### config.mk
export PLATFORM = sky130hd
export DESIGN_NAME = logic_gate_pipe
export DESIGN_NICKNAME = d
export VERILOG_FILES = /design/src/rtl/logic_gate_pipe.sv
export SDC_FILE = /design/constraint.sdc
export NUM_CORES = 1
export LEC_CHECK = 0
export CORE_MARGIN = 3
export CORE_UTILIZATION = 40
export DETAILED_ROUTE_END_ITERATION = 8
export PLACE_DENSITY = 0.7
export SYNTH_ARGS = -nofsm -noshare
export SYNTH_HDL_FRONTEND = slang
export SYNTH_SLANG_ARGS = --single-unit
### constraint.sdc
create_clock -name clk -period 1.4 [get_ports clk]
set_input_delay 0.28 -clock clk [delete_from_list [all_inputs] [get_ports clk]]
set_output_delay 0.28 -clock clk [all_outputs]
set_load 0.005 [all_outputs]
### src/rtl/logic_gate_pipe.sv
`default_nettype none
// ============================================================================
// Module   : logic_gate_pipe
// Purpose  : Eight-function bitwise gate over PORT_NUM words feeding an
//            elastic valid/ready pipeline, with a delivered-result counter.
// Revision : 1.0 - initial release
// ============================================================================
module logic_gate_pipe #(
  parameter int PORT_NUM = 2,
  parameter int WIDTH    = 1,
  parameter int STAGES   = 2,
  parameter int CNT_W    = 16
) (
  input  logic                      clk,
  input  logic                      rst,
  input  logic [PORT_NUM*WIDTH-1:0] din,
  input  logic [2:0]                op,
  input  logic                      in_valid,
  output logic                      in_ready,
  output logic [WIDTH-1:0]          q,
  output logic                      out_valid,
  input  logic                      out_ready,
  output logic [CNT_W-1:0]          done_cnt
);

  localparam logic [2:0] c_OP_AND  = 3'b000;
  localparam logic [2:0] c_OP_NAND = 3'b001;
  localparam logic [2:0] c_OP_OR   = 3'b010;
  localparam logic [2:0] c_OP_NOR  = 3'b011;
  localparam logic [2:0] c_OP_XOR  = 3'b100;
  localparam logic [2:0] c_OP_XNOR = 3'b101;
  localparam logic [2:0] c_OP_PASS = 3'b110;

  logic [WIDTH-1:0]  w_and;
  logic [WIDTH-1:0]  w_or;
  logic [WIDTH-1:0]  w_xor;
  logic [WIDTH-1:0]  w_port0;
  logic [WIDTH-1:0]  w_result;
  logic [STAGES-1:0] w_ready;
  logic [STAGES-1:0] w_up_valid;
  logic [WIDTH-1:0]  w_up_data [STAGES];
  logic              w_deliver;

  logic [STAGES-1:0] r_valid;
  logic [WIDTH-1:0]  r_data [STAGES];
  logic [CNT_W-1:0]  r_done_cnt;

  // Reductions span only the ports that exist.
  always_comb begin
    w_and = '1;
    w_or  = '0;
    w_xor = '0;
    for (int k = 0; k < PORT_NUM; k++) begin
      w_and = w_and & din[k*WIDTH +: WIDTH];
      w_or  = w_or  | din[k*WIDTH +: WIDTH];
      w_xor = w_xor ^ din[k*WIDTH +: WIDTH];
    end
  end

  assign w_port0 = din[WIDTH-1:0];

  always_comb begin
    w_result = ~w_port0;
    case (op)
      c_OP_AND:  w_result = w_and;
      c_OP_NAND: w_result = ~w_and;
      c_OP_OR:   w_result = w_or;
      c_OP_NOR:  w_result = ~w_or;
      c_OP_XOR:  w_result = w_xor;
      c_OP_XNOR: w_result = ~w_xor;
      c_OP_PASS: w_result = w_port0;
      default:   w_result = ~w_port0;
    endcase
  end

  // A stage may load when it is empty or everything ahead of it moves.
  always_comb begin : p_ready
    logic v_rdy;
    w_ready = '0;
    v_rdy   = out_ready;
    for (int i = STAGES - 1; i >= 0; i--) begin
      v_rdy      = !r_valid[i] | v_rdy;
      w_ready[i] = v_rdy;
    end
  end

  always_comb begin
    w_up_valid[0] = in_valid;
    w_up_data[0]  = w_result;
    for (int i = 1; i < STAGES; i++) begin
      w_up_valid[i] = r_valid[i-1];
      w_up_data[i]  = r_data[i-1];
    end
  end

  // Data loads only with a valid word so q keeps its last result when idle.
  always_ff @(posedge clk or posedge rst) begin
    if (rst) begin
      r_valid <= '0;
      for (int i = 0; i < STAGES; i++) begin
        r_data[i] <= '0;
      end
    end else begin
      for (int i = 0; i < STAGES; i++) begin
        if (w_ready[i]) begin
          r_valid[i] <= w_up_valid[i];
          if (w_up_valid[i]) begin
            r_data[i] <= w_up_data[i];
          end
        end
      end
    end
  end

  assign w_deliver = r_valid[STAGES-1] & out_ready;

  always_ff @(posedge clk or posedge rst) begin
    if (rst) begin
      r_done_cnt <= '0;
    end else if (w_deliver) begin
      r_done_cnt <= r_done_cnt + CNT_W'(1);
    end
  end

  assign in_ready  = w_ready[0];
  assign q         = r_data[STAGES-1];
  assign out_valid = r_valid[STAGES-1];
  assign done_cnt  = r_done_cnt;

endmodule
`default_nettype wire

==> impl_metrics.ini, run 1 <==
[global_route]
grt_pass1_wl_mm = 3.51
grt_max_degree = 21
grt_use_met1 = 0.185
grt_pass1_vias = 796
use_met2 = 0.317
overflow = 0
grt_usage = 0.167
antenna_found_initial = 0
top_usage_layer = met2
met3_usage = 0.0490

[sta]
fmax_mhz = 706
hold_viol_final = 0
slew_headroom = 0.775
period_needed_ns = 1.42
rsz0062_at_grt = true
fin_skew_ns = 0.00656
whs_ns = 0.277
finalCritPeriodShare = 1.01
timing.final.ws_setup_ns = -0.0173
tightest_slew_ns = 0.335
final-setup-viol-count = 2
slew_violations = 0

[setup_path]
end_kind = register
crit_path_start_kind = register
path_max_fanout = 4
crit_required_ns = 1.63
crit_type = reg -> reg
worstPathArrival_ns = 1.64

[clocking]
hold_buffers = 0
cts.sinks = 20
cts_buffer_depth = 2
clk_pin_slew_ns = 0.12
clk_latency_ns = 0.30
cts_made_buffers = 3
cts_tree = yes
cts-root-buf = clkbuf_4
htree_num_levels = 1

[outcome]
violations = negative setup slack
status = finished with violations

[power_and_ir_drop]
powerDensity_mw_per_mm2 = 1370
leakage_nw = 0.774
peakVddDrop_v = 0.00121

[synth]
yosysTopAreaCellShare = 0.535
synthesis.area_sq_um = 935
ys_top_cells_by_area = dfrtp_1, xnor2_1, ha_1, nand3_1, nand2_1
ys.flop_type = dfrtp_1
ys_warn_count = 0
ys_seq_area_frac = 0.535
synth.top_cells.by_count = dfrtp_1, xnor2_1, nand2_1, nand3_1, inv_1
ys_types = 20
synth_edf_count = 0
syn_area_per_cell_sq_um = 12.0
synth_area_leader_cell = dfrtp_1
async_reset_ff_frac = 1.00
synth.most_common_cell = dfrtp_1
synth-seq-cells = 20
syn_inst = 78
synthesis.nets = 90

[cells_and_area]
nets = 154
area_delta_synth_final_pct = 63.7
fin_cells = 168
antenna_cells = 0
drive_above_1_share = 0.333
final_core_util = 0.735

[detailed_routing]
wirelength_mm = 2.11
ant_nets = 0
drt-wirelength-per-cell_um = 12.5
vias = 790
drt-vias-per-instance = 4.70
drc = 0
drt_iter0_drc = 8
dr.pass1.iters = 4

[floorplan]
die_area_sq_mm = 0.00295
rows = 16
ioPinCount = 28
die_x_um = 54.3
start_util = 0.449
fp.coreArea_sq_mm = 0.00208
die_h_um = 54.3

[place]
dpl.hpwl_mm = 1.42
port_buffers = 27
place_congestion = 0.694
dp_cells = 143

[run]
maxCapViolCount = 0

[hold_path]
hold_class = in -> async
[final timing paths]
path                                           from  slack (ns)                       end  depth (start not counted)
max                         done_cnt[3]$_DFFE_PP0P_       -0.02   done_cnt[8]$_DFFE_PP0P_                          6
min                                             rst        0.28  done_cnt[13]$_DFFE_PP0P_                          3
max reg2reg                 done_cnt[3]$_DFFE_PP0P_       -0.02   done_cnt[8]$_DFFE_PP0P_                          6
min reg2reg                done_cnt[13]$_DFFE_PP0P_        0.51  done_cnt[13]$_DFFE_PP0P_                          1
max in group asynchronous                       rst        0.90   done_cnt[3]$_DFFE_PP0P_                          3
min in group clk                          out_ready        0.46   done_cnt[2]$_DFFE_PP0P_                          3
[registers in the layout (all words and copies together) (netlist names)]
signal	cells
done_cnt	16
r_valid	2
r_data	1
q	1
[cell type report]
type | instances | area, sq um
fillers | 171 | 552
flip-flops and latches | 20 | 502
repair buffers | 59 | 487
multi-input cells | 52 | 433
well taps | 27 | 33.8
clock inverters | 1 | 30.0
clock buffers | 3 | 22.5
inverters | 6 | 22.5
[where the power goes]
group / switching, mW / total, mW / leakage, nW / internal [mW]
Sequential: 0.0627 / 0.761 / 0.251 / 0.698
Combinational: 0.358 / 0.855 / 0.496 / 0.497
Clock: 0.189 / 0.478 / 0.0279 / 0.289
Total: 0.609 / 2.09 / 0.774 / 1.48
[metrics by stage]
stage                     power, mW  TNS, ns  area, sq um  setup WS, ns
after floorplan                1.06        0          935        0.0464
after global placement         1.45    -3.83         1320        -0.457
after detailed placement       1.47    -4.17         1320        -0.557
after CTS                      2.07  -0.0155         1520       -0.0104
after global routing           2.23   -0.579         1530        -0.121
final                          2.09  -0.0323         1530       -0.0173
[cell families (layout without fill, tap and decap cells)]
group	count (synthesis)	after routing	share of synthesized area
buf+inv	6	69	0.0241
fa+ha+maj	3	3	0.0402
xor+xnor	16	16	0.150
compound gates	1	1	0.00535
simple gates	29	29	0.197
mux	3	3	0.0482
flops	20	20	0.535
[metal layers]
metal | up-vias | part of all wire
met2 | 22 | 0.55
met3 | 2 | 0.041
met4 | 0 | 0.0090
li1 | 388 | -
met1 | 378 | 0.40
met5 | - | 0
[cell usage in the layout (no fill, tap or decap)]
master,synthesis,layout
o21ai_1,0,1
nand4_4,1,1
nand2b_1,3,3
mux2_2,2,2
inv_1,6,6
clkbuf_4,0,3
clkdlybuf4s15_1,0,3
mux4_2,1,1
clkdlybuf4s50_1,0,5
dfrtp_2,0,1
xor2_1,3,3
and4_1,1,1
bufinv_16,0,1
dlygate4sd2_1,0,17
nand3b_1,1,1
nor3_1,1,1
nand2_1,7,6
buf_6,0,2
ha_1,3,3
and3_1,1,1
nand3_1,7,6
nor3_4,0,1
buf_4,0,30
nor4_4,1,1
nor2_1,3,3
buf_2,0,1
clkbuf_2,0,1
nand4_1,2,2
nand3_4,0,1
nand2_2,0,1
dfrtp_1,20,19
xnor2_1,13,13
[repair_timing]
| action | 4_1_cts | 5_1_grt |
|---|---|---|
| resized for setup | 34 | 4 |
| buffers inserted | 19 | 2 |
| pin swaps | 5 | 6 |
| endpoints found under the setup margin | 27 | 15 |
[worst max-delay path: stages (launching register included)]
cell	delay (ns)
dfrtp_2	0.38
buf_4	0.12
nand4_4	0.13
buf_4	0.17
nor3_4	0.22
buf_4	0.15
xor2_1	0.16
Power figures use the tool's default switching activity.
==> run 2, diff against run 1 <==
- CORE_MARGIN: 3 -> 5
==> run 2 against run 1 <==
The flow still finishes with violations (negative setup slack). Final cell count is 3.0% higher. Total power is 4.4% lower. Die area is 15% higher. Via count is 2.5% higher. Worst hold slack better by 0.0046 ns. Critical path depth is 1 lower. Largest power group unchanged.
==> impl_metrics.ini, run 2 (synthesized netlist as in run 1, its figures left out) <==
[outcome]
status = finished with violations
violations = negative setup slack

[setup_path]
path_max_fanout = 4
crit_required_ns = 1.61
end_kind = register
crit_path_start_kind = register
crit_type = reg -> reg
worstPathArrival_ns = 1.63
cpPeakStageDelay_ns = 0.40
cpMaxStageDelayCell = dfrtp_1
path_cells = buf_6 -> clkinvlp_4 -> nor4_4 -> nand4_1 -> xnor2_1

[floorplan]
ioPinCount = 28
start_util = 0.423
die_area_sq_mm = 0.00340
rows = 17
die_h_um = 58.3
die_x_um = 58.3
fp.coreArea_sq_mm = 0.00221

[detailed_routing]
drt-wirelength-per-cell_um = 13.0
wirelength_mm = 2.25
drt_iter0_drc = 12
vias = 810
drt-vias-per-instance = 4.68
ant_nets = 0
drc = 0
dr.pass1.iters = 4

[sta]
slew_headroom = 0.788
fin_skew_ns = 0.00904
hold_viol_final = 0
finalCritPeriodShare = 1.02
rsz0062_at_grt = true
timing.final.ws_setup_ns = -0.0233
final-setup-viol-count = 3
fin_tns_setup_ns = -0.0490
fmax_mhz = 703
slew_violations = 0
period_needed_ns = 1.42
tightest_slew_ns = 0.315

[cells_and_area]
antenna_cells = 0
fillers = 181
area_delta_synth_final_pct = 68.0
drive_above_1_share = 0.366
final_cell_mix = buf_4, dfrtp_1, dlygate4sd2_1, xnor2_1, nand3_1
largest_register_ffs = 16
final_common_cell = buf_4
nets = 158

[global_route]
antenna_found_initial = 0
grt_pass1_wl_mm = 3.87
grt_usage = 0.149
grt_max_degree = 21
grt_pass1_vias = 868
overflow = 0

[place]
place_congestion = 0.698
port_buffers = 27
dpl.hpwl_mm = 1.39

[clocking]
clk_pin_slew_ns = 0.11
cts.sinks = 20
cts_buffer_depth = 2
cts_tree = yes
cts-root-buf = clkbuf_4
htree_num_levels = 1
hold_buffers = 0
cts_made_buffers = 3
clk_latency_ns = 0.30

[power_and_ir_drop]
powerDensity_mw_per_mm2 = 1270
leakage_nw = 0.778
peakVddDrop_v = 0.00110
power_mw = 2.00

[run]
maxCapViolCount = 0

[hold_path]
hold_class = in -> async
run 2: cell count changes in the layout (fill, tap and decap cells not counted), sizes merged:
cell	previous run	this run
bufinv	1	0
buf	33	38
clkinvlp	0	1
inv	6	5
run 2: area by class of cell:
type,instances,area [sq um],area share
timing repair buffer,63,531,0.338
sequential,20,502,0.320
multi-input combinational,52,440,0.280
clock buffer,4,36.3,0.0231
inverter,6,26.3,0.0167
tap,28,35.0,0.0223
run 2: worst paths after layout:
check | from | end | slack (ns) | cells past startpoint
hold / removal | rst | done_cnt[15]$_DFFE_PP0P_ | 0.28 | 3
setup reg to reg | done_cnt[7]$_DFFE_PP0P_ | done_cnt[11]$_DFFE_PP0P_ | -0.02 | 5
max in group asynchronous | rst | done_cnt[3]$_DFFE_PP0P_ | 0.88 | 3
hold reg to reg | r_data[1]$_DFFE_PP0P_ | r_data[1]$_DFFE_PP0P_ | 0.50 | 2
setup / recovery | done_cnt[7]$_DFFE_PP0P_ | done_cnt[11]$_DFFE_PP0P_ | -0.02 | 5
min in group clk | r_data[1]$_DFFE_PP0P_ | r_data[1]$_DFFE_PP0P_ | 0.50 | 2
run 2: timing repair:
| action | CTS | global route |
|---|---|---|
| gates resized for setup | 32 | 11 |
| pin swaps | 8 | 11 |
| setup endpoints to repair | 23 | 14 |
| setup buffers | 22 | 5 |
run 2: per-stage QoR:
stage	utilization	area, sq um	instances	setup WS, ns	hold WS [ns]
after floorplan	-	935	78	0.0464	0.244
after global placement	0.591	1310	142	-0.458	0.459
after detailed placement	0.591	1310	142	-0.510	0.462
after CTS	0.680	1500	168	-0.00694	0.291
after global routing	0.710	1570	173	-0.124	0.292
final	0.710	1570	173	-0.0233	0.281
run 2: critical path, delay by kind of cell, from the launching register on:
kind / cells / cell delay, ns
XOR/XNOR: 1 / 0.16
buffers and inverters: 2 / 0.23
flip-flops: 1 / 0.40
AND/OR/NAND/NOR: 2 / 0.54
run 2: power breakdown:
| group | switching [mW] | total [mW] | internal [mW] |
|---|---|---|---|
| registers | 0.0730 | 0.772 | 0.699 |
| clock network | 0.174 | 0.332 | 0.159 |
| logic | 0.371 | 0.898 | 0.527 |
run 2: per-layer routing:
| layer | wire, um | track usage | up-vias |
|---|---|---|---|
| met5 | 0 | 0 | - |
| met3 | 133 | 0.0373 | 2 |
| met2 | 1270 | 0.279 | 28 |
| met4 | 19 | 0.0397 | 0 |
| met1 | 828 | 0.165 | 382 |
| li1 | - | - | 398 |
==> run 3, diff against run 2 <==
- CORE_UTILIZATION: 40 -> 49
- PLACE_DENSITY: 0.7 -> 0.83
- clock period: 1.4 -> 1.7 ns (I/O delays scaled with it)
==> run 3 against run 2 <==
The run now ends clean. Global-route usage shrank 0.34 points. Register-to-register slack better by 0.26 ns. Non-clock buffer count fell by 28. Critical endpoint is now r_data[1]$_DFFE_PP0P_. Combinational power fell by 52%. Largest power group is now registers.
==> impl_metrics.ini, run 3 (synthesized netlist as in run 1, its figures left out) <==
[outcome]
status = complete, no violations

[detailed_routing]
dr.pass1.iters = 4
drc = 0
drt_iter0_drc = 9
drt-vias-per-instance = 5.05
wirelength_mm = 1.75
vias = 712
ant_nets = 0
drt-wirelength-per-cell_um = 12.4

[power_and_ir_drop]
peakVddDrop_v = 0.000813
powerDensity_mw_per_mm2 = 1020
pwr-share-seq = 0.523
p_clk_frac = 0.159
combPwrFrac = 0.319
leakage_nw = 0.595
switching_share = 0.303
internal_power_uw = 947
p_sw_uw = 411

[cells_and_area]
largest_register_ffs = 16
final_cell_mix = clkdlybuf4s50_1, dfrtp_1, xnor2_1, buf_4
drive_above_1_share = 0.172
final_common_cell = clkdlybuf4s50_1
final_core_util = 0.754
area_delta_synth_final_pct = 42.3
fin_cells = 141
antenna_cells = 0
fillers = 141
nets = 130
seq_area_sq_um = 503
multi_input_area_sq_um = 419

[global_route]
overflow = 0
antenna_found_initial = 0
grt_usage = 0.145
grt_pass1_wl_mm = 2.99
grt_max_degree = 21
grt_pass1_vias = 748

[place]
port_buffers = 27
dp_cells = 138
place_congestion = 0.746
dpl.hpwl_mm = 1.47

[clocking]
cts_buffer_depth = 2
post_cts_buffers = 0
cts_made_buffers = 3
cts-root-buf = clkbuf_4
clk_pin_slew_ns = 0.10
cts.sinks = 20
clk_latency_ns = 0.29
htree_num_levels = 1
hold_buffers = 0
cts_tree = yes

[sta]
slew_headroom = 0.791
hold_viol_final = 0
tightest_slew_ns = 0.311
final-setup-viol-count = 0
period_needed_ns = 1.65
fmax_mhz = 606
fin_skew_ns = 0.00456
finalCritPeriodShare = 0.971
slew_violations = 0

[setup_path]
end_kind = register
crit_type = in -> reg
worstPathArrival_ns = 1.88
crit_path_start_kind = input port
crit_required_ns = 1.93
path_max_fanout = 2

[floorplan]
die_area_sq_mm = 0.00288
fp.coreArea_sq_mm = 0.00176
ioPinCount = 28
die_x_um = 53.7
rows = 15
start_util = 0.530
die_h_um = 53.7

[run]
maxCapViolCount = 0

[hold_path]
hold_class = in -> async
==> run 3: stage by stage <==
step	cell area (sq um)	total power [mW]	setup slack (ns)	TNS (ns)	hold slack, ns
after global routing	1330	1.45	-0.00394	-0.00394	0.381
final	1330	1.36	0.0486	0	0.353
after CTS	1320	1.37	0.0278	0	0.361
after global placement	1300	1.13	-0.215	-1.02	0.460
after detailed placement	1300	1.16	-0.317	-1.23	0.472
after floorplan	935	0.876	0.286	0	0.304
==> run 3: final timing paths <==
| path | startpoint | endpoint | slack [ns] | depth (start not counted) |
|---|---|---|---|---|
| max in group asynchronous | rst | done_cnt[3]$_DFFE_PP0P_ | 1.12 | 3 |
| min in group clk | done_cnt[15]$_DFFE_PP0P_ | done_cnt[15]$_DFFE_PP0P_ | 0.48 | 1 |
| setup / recovery | din[0] | r_data[1]$_DFFE_PP0P_ | 0.05 | 6 |
| setup reg to reg | done_cnt[0]$_DFFE_PP0P_ | done_cnt[8]$_DFFE_PP0P_ | 0.24 | 5 |
| hold / removal | rst | done_cnt[11]$_DFFE_PP0P_ | 0.35 | 3 |
| hold reg to reg | done_cnt[15]$_DFFE_PP0P_ | done_cnt[15]$_DFFE_PP0P_ | 0.48 | 1 |
==> run 3: metal layers <==
metal,global-route usage,vias to the layer above,share of wire
li1,-,338,-
met1,0.133,347,0.40
met2,0.294,21,0.53
met3,0.00831,6,0.041
met4,0.102,0,0.031
met5,0,-,0
==> run 3: final cells by class <==
cell class                 instances  share of cell area
inverter                           6              0.0169
timing repair buffer              35               0.249
clock buffer                       3              0.0169
multi-input combinational         52               0.315
tap                               25              0.0235
sequential                        20               0.378
==> run 3: worst max-delay path: stages <==
cell             delay [ns]
clkdlybuf4s50_1        0.47
inv_1                  0.05
ha_1                   0.28
mux4_2                 0.49
xnor2_2                0.14
o21ai_1                0.11
==> run 3: what timing repair did <==
action,4_1_cts,5_1_grt
pin swaps,0,0
resized for setup,1,5
setup endpoints to repair,1,3
==> run 3: power by group through the flow <==
stage | clock network (mW) | registers [mW] | logic (mW)
after detailed placement | 0 | 0.717 | 0.441
final | 0.215 | 0.709 | 0.432
after global routing | 0.245 | 0.727 | 0.476
after CTS | 0.225 | 0.708 | 0.440
after global placement | 0 | 0.709 | 0.422
after floorplan | 0 | 0.704 | 0.172
==> RTL change (settings of run 2) <==
Make the reset (`rst`) synchronous in 2 clocked blocks.
--- a/src/rtl/logic_gate_pipe.sv
+++ b/src/rtl/logic_gate_pipe.sv
@@ -94,7 +94,7 @@
   end
 
   // Data loads only with a valid word so q keeps its last result when idle.
-  always_ff @(posedge clk or posedge rst) begin
+  always_ff @(posedge clk) begin
     if (rst) begin
       r_valid <= '0;
       for (int i = 0; i < STAGES; i++) begin
@@ -114,7 +114,7 @@
 
   assign w_deliver = r_valid[STAGES-1] & out_ready;
 
-  always_ff @(posedge clk or posedge rst) begin
+  always_ff @(posedge clk) begin
     if (rst) begin
       r_done_cnt <= '0;
     end else if (w_deliver) begin
Check against the original RTL: differs if rst is asserted again (counterexample within 4 cycles, from zero or initial values and one cycle with rst high); with rst held inactive, the same outputs for 10 cycles.
==> RTL change against run 2 <==
  * Sequential cell count unchanged
  * Worst setup slack got worse by 0.086 ns
  * Via count increased by 19%
  * The flow still finishes with violations (negative setup slack)
  * Wire length increased by 8.5%
  * Sequential share of layout area down 3.9 points
  * Synthesized cell count is 36% higher
  * Design area is 1.8% higher
  * Cell count up 11%
  * Synthesized area up 0.94%
  * Critical path type unchanged
Power is not compared: it rests on default switching activity, and its combinational part moved more than twofold at a synthesized area within 25%.
==> RTL change: results <==
export IMPL_grt_pass1_vias=949
export IMPL_cp_startpoint="r_valid[1]"
export IMPL_ys_top_cells_by_count="dfxtp_1 (18), nor2_1 (16), nand2_1 (9)"
export IMPL_drt_total_wl_mm=2.441
export IMPL_synthDistinctLibCells=28
export IMPL_status="complete, but fails checks"
export IMPL_drive_gt1_frac=0.4329
export IMPL_violations="negative setup slack"
export IMPL_place_congestion=0.7804
export IMPL_yosys_top_cells_area="dfxtp_1 (38%), xnor2_1 (6.5%), edfxtp_1 (6.4%), nor2_1 (6.4%), xor2_1 (4.6%)"
export IMPL_track_usage=0.1470
export IMPL_hpwl_mm=1.779
export IMPL_yosysSeqAreaShare=0.4456
export IMPL_arrival_ns=1.76
export IMPL_hold_class="primary input to flip-flop"
export IMPL_finClkSkew_ns=0.005034
export IMPL_setup_slack_ns=-0.1094
export IMPL_drt_iter0_markers=20
export IMPL_setup_viol=7
export IMPL_grt_max_degree=13
export IMPL_synth_edf_count=2
export IMPL_pre_cts_slack_ns=-0.8731
export IMPL_drt_vias_per_instance=5.036
export IMPL_clk_pin_slew_ns=0.13
export IMPL_grt_first_pass_wirelength_mm=3.877
export IMPL_nets=177
export IMPL_slew_headroom=0.7859
export IMPL_fillers=189
## RTL change: layer usage
| layer | wire length [µm] | track usage | vias to the layer above |
|---|---|---|---|
| li1 | - | - | 483 |
| met1 | 954 | 0.1602 | 452 |
| met2 | 1305 | 0.2663 | 23 |
| met3 | 82 | 0.008772 | 9 |
| met4 | 98 | 0.1060 | 0 |
| met5 | 0 | 0 | - |
## RTL change: worst paths after layout
path / end / slack [ns] / depth (start not counted)
max: done_cnt[15] / -0.11 / 4
min reg2reg: done_cnt[13] / 0.52 / 2
min: done_cnt[1] / 0.51 / 4
max reg2reg: done_cnt[15] / -0.11 / 4
## RTL change: area by class of cell
cell class,instances,share of cell area
clock buffer,4,0.02973
inverter,7,0.02582
multi-input combinational,77,0.3427
sequential,20,0.2809
tap,28,0.02191
timing repair buffer,56,0.2989
## RTL change: cell families (layout without fill, tap and decap cells)
logic type / Yosys count / count (layout) / share of synthesized area
xor+xnor: 12 / 12 / 0.1114
flops: 20 / 20 / 0.4456
buf+inv: 9 / 67 / 0.03582
mux: 1 / 1 / 0.02387
fa+ha+maj: 3 / 3 / 0.03979
simple gates: 50 / 50 / 0.2759
compound gates: 11 / 11 / 0.06764
## RTL change: power by group through the flow
stage	Combinational, W	Clock, W	Sequential [W]
finish	0.000114	0.000416	0.000592
global route	0.000124	0.000451	0.000593
CTS	0.000104	0.000422	0.000592
detailed placement	0.000108	0	0.000608
global placement	0.000104	0	0.000606
floorplan	0.0000420	0	0.000608
## RTL change: worst max-delay path, stage by stage (launching register included)
cell	delay, ns
dfxtp_4	0.39
nand3_4	0.07
or4_4	0.54
or3_1	0.34
a21oi_2	0.12
## RTL change: what timing repair did
action | in CTS | in global routing
hold endpoints to repair | 0 | 0
pin swaps | 4 | 8
setup endpoints to repair | 27 | 9
cloned | 0 | 0
buffers inserted | 6 | 1
gates resized for setup | 48 | 12
## RTL change: metrics by stage
step	cells	TNS [ns]	util	cell area, µm²
after floorplan	106	-0.3258	-	993.5
after global placement	181	-6.525	0.6521	1456
after detailed placement	181	-7.241	0.6521	1456
after CTS	191	-0.3651	0.6896	1540
after global routing	192	-0.8245	0.7160	1599
final	192	-0.3424	0.7160	1599
